===== src/rtl/eth_tx_mii.sv =====
// MII (4-bit) Ethernet transmitter: pops payload bytes from the TX FIFO and sends
// preamble, SFD, payload, zero pad, CRC-32 FCS and the inter-frame gap.
module eth_tx_mii #(
    parameter int LEN_W       = 11,
    parameter int MIN_LEN     = 60,
    parameter int PRE_BYTES   = 7,
    parameter int IFG_NIBBLES = 24
) (
    input  logic             clk,
    input  logic             rst,
    input  logic             i_start,
    input  logic [LEN_W-1:0] i_len,
    input  logic             i_fifo_empty,
    output logic             o_fifo_rd,
    input  logic [7:0]       i_fifo_data,
    output logic [3:0]       o_mii_txd,
    output logic             o_mii_txen,
    output logic             o_busy,
    output logic             o_done,
    output logic             o_underrun
);

    localparam int TW = 16;

    typedef enum logic [2:0] {
        IDLE,
        PRE,
        SFD,
        DATA,
        PAD,
        FCS,
        IFG
    } state_t;

    state_t           state;
    logic [LEN_W-1:0] len_q;
    logic [LEN_W-1:0] cnt;
    logic [TW-1:0]    tick;
    logic             nib;
    logic [7:0]       byte_q;
    logic [31:0]      crc;
    logic             pop_slot;

    logic [LEN_W:0]   cnt_x;
    logic [LEN_W:0]   len_x;
    logic             more_data;
    logic             more_pad;
    logic             next_more;

    function automatic logic [31:0] crc8(input logic [31:0] c, input logic [7:0] d);
        logic [31:0] r;
        r = c ^ {24'h0, d};
        for (int unsigned i = 0; i < 8; i++)
            r = r[0] ? ({1'b0, r[31:1]} ^ 32'hEDB88320) : {1'b0, r[31:1]};
        return r;
    endfunction

    // cnt holds the number of bytes already loaded into byte_q
    always_comb begin
        cnt_x     = {1'b0, cnt};
        len_x     = {1'b0, len_q};
        more_data = cnt_x < len_x;
        more_pad  = cnt_x < (LEN_W+1)'(MIN_LEN);
        next_more = (cnt_x + (LEN_W+1)'(1)) < len_x;
    end

    // A pop is only issued when the FIFO has data; an empty FIFO in a pop slot aborts.
    assign o_fifo_rd = pop_slot & ~i_fifo_empty;

    always_ff @(posedge clk) begin
        if (rst) begin
            state      <= IDLE;
            len_q      <= '0;
            cnt        <= '0;
            tick       <= '0;
            nib        <= 1'b0;
            byte_q     <= '0;
            crc        <= '1;
            pop_slot   <= 1'b0;
            o_mii_txd  <= '0;
            o_mii_txen <= 1'b0;
            o_busy     <= 1'b0;
            o_done     <= 1'b0;
            o_underrun <= 1'b0;
        end else begin
            o_done     <= 1'b0;
            o_underrun <= 1'b0;
            if (pop_slot && i_fifo_empty) begin
                state      <= IFG;
                tick       <= '0;
                pop_slot   <= 1'b0;
                o_mii_txd  <= '0;
                o_mii_txen <= 1'b0;
                o_underrun <= 1'b1;
            end else begin
                case (state)
                    IDLE: begin
                        if (i_start) begin
                            state      <= PRE;
                            len_q      <= i_len;
                            cnt        <= '0;
                            tick       <= '0;
                            nib        <= 1'b0;
                            crc        <= '1;
                            pop_slot   <= 1'b0;
                            o_mii_txd  <= 4'h5;
                            o_mii_txen <= 1'b1;
                            o_busy     <= 1'b1;
                        end
                    end
                    PRE: begin
                        o_mii_txd <= 4'h5;
                        if (tick == TW'(2*PRE_BYTES-1)) begin
                            state    <= SFD;
                            nib      <= 1'b0;
                            pop_slot <= (len_q != '0);
                        end else begin
                            tick <= tick + TW'(1);
                        end
                    end
                    SFD, DATA, PAD: begin
                        if (!nib) begin
                            o_mii_txd <= (state == SFD) ? 4'hD : byte_q[7:4];
                            nib       <= 1'b1;
                            pop_slot  <= 1'b0;
                        end else begin
                            nib <= 1'b0;
                            if (more_data) begin
                                state     <= DATA;
                                byte_q    <= i_fifo_data;
                                o_mii_txd <= i_fifo_data[3:0];
                                crc       <= crc8(crc, i_fifo_data);
                                cnt       <= cnt + LEN_W'(1);
                                pop_slot  <= next_more;
                            end else if (more_pad) begin
                                state     <= PAD;
                                byte_q    <= '0;
                                o_mii_txd <= '0;
                                crc       <= crc8(crc, 8'h00);
                                cnt       <= cnt + LEN_W'(1);
                            end else begin
                                state     <= FCS;
                                tick      <= '0;
                                o_mii_txd <= ~crc[3:0];
                                crc       <= {4'h0, crc[31:4]};
                            end
                        end
                    end
                    FCS: begin
                        if (tick == TW'(7)) begin
                            state      <= IFG;
                            tick       <= '0;
                            o_mii_txd  <= '0;
                            o_mii_txen <= 1'b0;
                            o_done     <= 1'b1;
                        end else begin
                            tick      <= tick + TW'(1);
                            o_mii_txd <= ~crc[3:0];
                            crc       <= {4'h0, crc[31:4]};
                        end
                    end
                    IFG: begin
                        if (tick == TW'(IFG_NIBBLES-1)) begin
                            state  <= IDLE;
                            o_busy <= 1'b0;
                        end else begin
                            tick <= tick + TW'(1);
                        end
                    end
                    default: state <= IDLE;
                endcase
            end
        end
    end

endmodule


===== config.mk =====
export PLATFORM = sky130hd
export DESIGN_NAME = eth_tx_mii
export DESIGN_NICKNAME = d
export VERILOG_FILES = /design/src/rtl/eth_tx_mii.sv
export SDC_FILE = /design/constraint.sdc
export NUM_CORES = 1
export LEC_CHECK = 0
export BUFFER_PORTS_ARGS = -buffer_cell sky130_fd_sc_hd__buf_2
export CORE_UTILIZATION = 35
export DETAILED_ROUTE_END_ITERATION = 12
export PLACE_DENSITY = 0.58
export SLEW_MARGIN = 20
export SYNTH_ARGS = -nofsm -noshare
export SYNTH_HDL_FRONTEND = slang
export SYNTH_SLANG_ARGS = --single-unit

===== constraint.sdc =====
create_clock -name clk -period 2.8 [get_ports clk]
set_clock_uncertainty 0.05 [all_clocks]
set_input_delay 0.14 -clock clk [delete_from_list [all_inputs] [get_ports clk]]
set_output_delay 0.14 -clock clk [all_outputs]
set_load 0.05 [all_outputs]

### Yosys cells after proc, flatten, opt, wreduce, memory -nomap -nowiden

Index checks and enable logic that the tools add are counted.

* register bits after elaboration: 91

* add/sub/neg operators: 3
* order comparisons: 3
* equality and inequality tests: 26
* multiplexer cells: 68
* bitwise gates (word level): 22
* reductions and logical operators: 26

Operators by type and width (count)
* two-way mux 32 bit: 21
* NOT 13 -> 14 bit: 16
* two-way mux 16 bit: 7
* one-hot mux 32 bit (3 select lines): 1
* one-hot mux 16 bit (5 select lines): 1
* two-way mux 11 bit: 4
* XOR 32 x 8 -> 32 bit: 1
* two-way mux 4 bit: 6
* one-hot mux 11 bit (2 select lines): 1
* two-way mux 3 bit: 7
* inequality test 3 bit, second input constant: 7
* inequality test 2 bit, second input constant: 10
* AND reduction 5 bit: 4
* adder 16 x 1 -> 16 bit, second input constant: 1
* equality test 16 x 3 -> 1 bit, second input constant: 1
* equality test 16 x 4 -> 1 bit, second input constant: 1
* equality test 16 x 5 -> 1 bit, second input constant: 1
* two-way mux 8 bit: 2
* one-hot mux 4 bit (4 select lines): 1
* AND reduction 4 bit: 4
* one-hot mux 3 bit (5 select lines): 1
* adder 11 x 1 -> 12 bit, second input constant: 1
* < comparator 12 x 11 -> 1 bit: 1
* two-way mux 1 bit: 12
* other kinds (23): 36

### Depth between registers and ports, before layout

* depth after elaboration: 20
* gate-level depth with buffers: 13

### Least setup slack after synthesis

No wires, ideal clock.

* path type: register to register
* start: register len_q[6]
* end: register state[0]
* arrival: 2.513 ns
* setup slack: 0.166 ns
* stages on the path, launching flop included: 12
* path buffers: 1
* clock period less this slack: 2.634 ns
* path through: dfxtp_1 inv_1 ha_1 a21o_1 a221o_1 a41oi_2 o21a_1 buf_4 nor2_2 maj3_1 or3_1 a21oi_1

* word-level cells in the longest chain between the ends: 4

RTL lines
* start: declaration: RTL line 36 `logic [LEN_W-1:0] len_q;`
* start signal: assignment: RTL line 100 `len_q <= i_len;`
* < comparator 11 bit: RTL line 62 `more_data = cnt_x < len_x;`
* two-way mux 3 bit: RTL line 128 `if (more_data) begin`
* two-way mux 3 bit: RTL line 122 `if (!nib) begin`
* one-hot mux 3 bit (5 select lines): RTL line 96 `case (state)`
* end signal: assignment: RTL line 99 `state <= PRE;`
* end signal: assignment: RTL line 129 `state <= DATA;`
* end signal: assignment: RTL line 136 `state <= PAD;`
* end: declaration: RTL line 35 `state_t state;`

Every way passes these cells. The select of a mux whose other input is x is not followed.
A chain may end at the register's enable or synchronous reset.

### Final worst setup path

* start: register len_q[7]
* end: register state[0]

The elaborated chain is that of the path after synthesis.

==> flow_summary.yaml <==
status:
  outcome: "complete, no violations"
worst_setup_path:
  crit_type: "reg -> reg"
  critPathCaptureType: "register"
  cp.arrival_ns: 2.93
  path_max_fanout: 4
  worstPathRequired_ns: 3.05
  worst_setup_path_start_kind: "register"
clock_network:
  cts_buffer_depth: 2
  cts-root-buf: "clkbuf_16"
  clock-sinks: 87
  cts.clk_slew.worst_paths_ns: 0.08
  clk_latency_ns: 0.36
  cts_tree: "yes"
  numCtsBuffers: 9
  cts_max_level: 3
timing:
  relSlewSlack: 0.5252
  whs_ns: 0.03847
  final_hold_viol_count: 0
  fin_crit_sh: 0.9593
  tightest_slew_ns: 0.7096
  setup_viol: 0
  fin_crit_ns: 2.686
  clock.fmax_mhz: 372.3
  slew_viol_final: 0
  rsz0062_at_grt: "false"
grt:
  grtUsageMet2: 0.3599
  met1_usage: 0.3086
  met3_usage: 0.04219
  grt_pass1_wl_um: 35090
  grt_pass1_vias: 6431
  grt-ovfl-total: 0
  gr-max-usage-layer: "met2"
  grtUsageTotal: 0.2244
  grt_max_degree: 43
  antenna_found_initial: 0
floorplan:
  num_rows: 50
  ios: 32
  dieArea_um2: 20080
  die_w_um: 141.7
  core_area_um2: 18890
  dieHeight_um: 141.7
  initial_core_util: 0.3616
drt:
  drt-vias-per-instance: 5.544
  drtPass1Iterations: 5
  num_vias: 6803
  drtIter0Drc: 491
  routedWlPerCell_um: 18.05
  final_antenna_net_count: 0
  wl_um: 22150
  route.detailed.drc: 0
synthesis:
  yosys.area.top_type: "dfxtp_1"
  ys_seq_area_frac: 0.2549
  yosys-top-cells-count: "a21oi_1 (97), xnor2_1 (97), dfxtp_1 (87)"
  synth-main-ff-cell: "dfxtp_1"
  async_reset_ff_frac: 0
  syn_inst: 875
  synth_top_area_frac: 0.2549
  ys_ff_latch: 87
  yosysWarnings: 0
  netlist_top_cells_area: "dfxtp_1 (25%), xnor2_1 (12%), a21oi_1 (7.1%), xor2_1 (5.1%), ha_1 (4.2%)"
  synth.distinct_cells: 78
  syn_nets: 921
  synth-edff-count: 0
  synth_area_um2: 6832
  avgSynthCellArea_um2: 7.807
placement:
  gp_congestion: 0.8936
  dpl_cell_area_um2: 7704
  place.port_buffers: 31
  dpl.hpwl_um: 15930
cells_and_area:
  antenna_cells: 0
  nets: 1008
  n_fill_cell: 1922
  fin_area_um2: 8393
  drive_gt1_frac: 0.2265
  syn_to_final_growth_pct: 22.86
power_and_ir_drop:
  p_leak_nw: 3.182
  ir_drop_mv: 0.6018
  finalPower_mw: 7.865
  powerDensity_nw_per_um2: 937.1
min_path:
  hp-class: "in -> reg"
job:
  maxCapViolations: 0
final timing paths:
kind,startpoint,to,slack (ns),cells after the start
max reg2reg,len_q[7]$_SDFFE_PP0P_,state[0]$_SDFFE_PP0P_,0.11,11
min reg2reg,o_mii_txen$_SDFFE_PP0P_,o_mii_txen$_SDFFE_PP0P_,0.41,2
max,len_q[7]$_SDFFE_PP0P_,state[0]$_SDFFE_PP0P_,0.11,11
min,i_fifo_data[6],byte_q[6]$_SDFFE_PP0P_,0.04,3
metal layers:
metal / vias to the layer above / part of all wire
met1: 3275 / 0.46
met4: 0 / 0.012
met5: - / 0
li1: 3315 / -
met3: 19 / 0.055
met2: 194 / 0.47
through the flow:
| stage | worst slack [ns] | std cells | util | TNS (ns) |
|---|---|---|---|---|
| CTS | -0.01095 | 1222 | 0.4318 | -0.02133 |
| global route | 0.002060 | 1227 | 0.4442 | 0 |
| floorplan | 0.1658 | 875 | - | 0 |
| finish | 0.1141 | 1227 | 0.4442 | 0 |
| detailed placement | -0.1229 | 1194 | 0.4077 | -0.5168 |
| global placement | -0.07919 | 1194 | 0.4077 | -0.1384 |
timing repair:
| item | 4_1_cts | 5_1_grt |
|---|---|---|
| hold endpoints to repair | 11 | 0 |
| hold buffers | 11 | 0 |
| cloned | 0 | 1 |
| buffers inserted | 1 | 4 |
| pin swaps | 1 | 16 |
| resized for setup | 6 | 46 |
| endpoints found under the setup margin | 16 | 59 |
cell type report:
cell class              count  area (µm²)  share of cell area
multi-input cells         709        4896              0.5833
flip-flops and latches     87        1753              0.2089
repair buffers            137        1047              0.1248
well taps                 260       325.3             0.03876
clock buffers               9       225.2             0.02683
clock inverters             7       78.83            0.009392
inverters                  18       67.56            0.008050
cell families (layout without fill, tap and decap cells):
| family | after synthesis | count (layout) | share of synthesized area |
|---|---|---|---|
| xor gates and xnor gates | 143 | 143 | 0.1899 |
| adders and majority gates | 24 | 24 | 0.04359 |
| DFF | 87 | 87 | 0.2549 |
| buffers and inverters | 79 | 171 | 0.05458 |
| AOI/OAI and AO/OA | 263 | 263 | 0.2518 |
| and+or+nand+nor | 274 | 274 | 0.1978 |
| muxes | 5 | 5 | 0.007326 |
critical path: stages, from the launching register on:
cell and delay (ns):
dfxtp_2 0.32, inv_1 0.05, ha_1 0.29, and3_4 0.18, a221o_1 0.30, a41oi_2 0.21
o21a_2 0.23, buf_4 0.12, nor2_2 0.07, maj3_1 0.36, or3_1 0.31, a21oi_1 0.14
cells in the final DEF, fill, tap and decap left out, types with 7 or more instances in the layout:
master	count
dfxtp_2	9
or3_1	9
inv_1	16
a21oi_2	10
nand3_1	28
a31oi_1	7
dlygate4sd3_1	11
nor2_1	74
a21oi_1	92
buf_2	31
nor3_1	19
xnor2_1	95
a211oi_1	12
a21o_1	9
xnor2_2	7
buf_4	86
nand3b_1	11
clkbuf_16	10
xor2_1	39
dfxtp_1	78
nand2_1	72
o21ai_0	38
ha_1	21
and3_1	7
o22ai_1	10
where the power goes:
group	switching [mW]	total, mW	internal (mW)
Combinational	2.90	4.93	2.03
Sequential	0.211	1.63	1.42
Clock	0.602	1.31	0.705
Total	3.71	7.87	4.15
flip-flops by register name (all words and copies together), names as in the netlist:
register,cells
byte_q,4
cnt,11
crc,32
len_q,11
nib,1
o_busy,1
o_done,1
o_mii_txd,4
o_mii_txen,1
o_underrun,1
pop_slot,1
state,3
tick,16
Note: power is estimated with default switching activity, not from simulation.
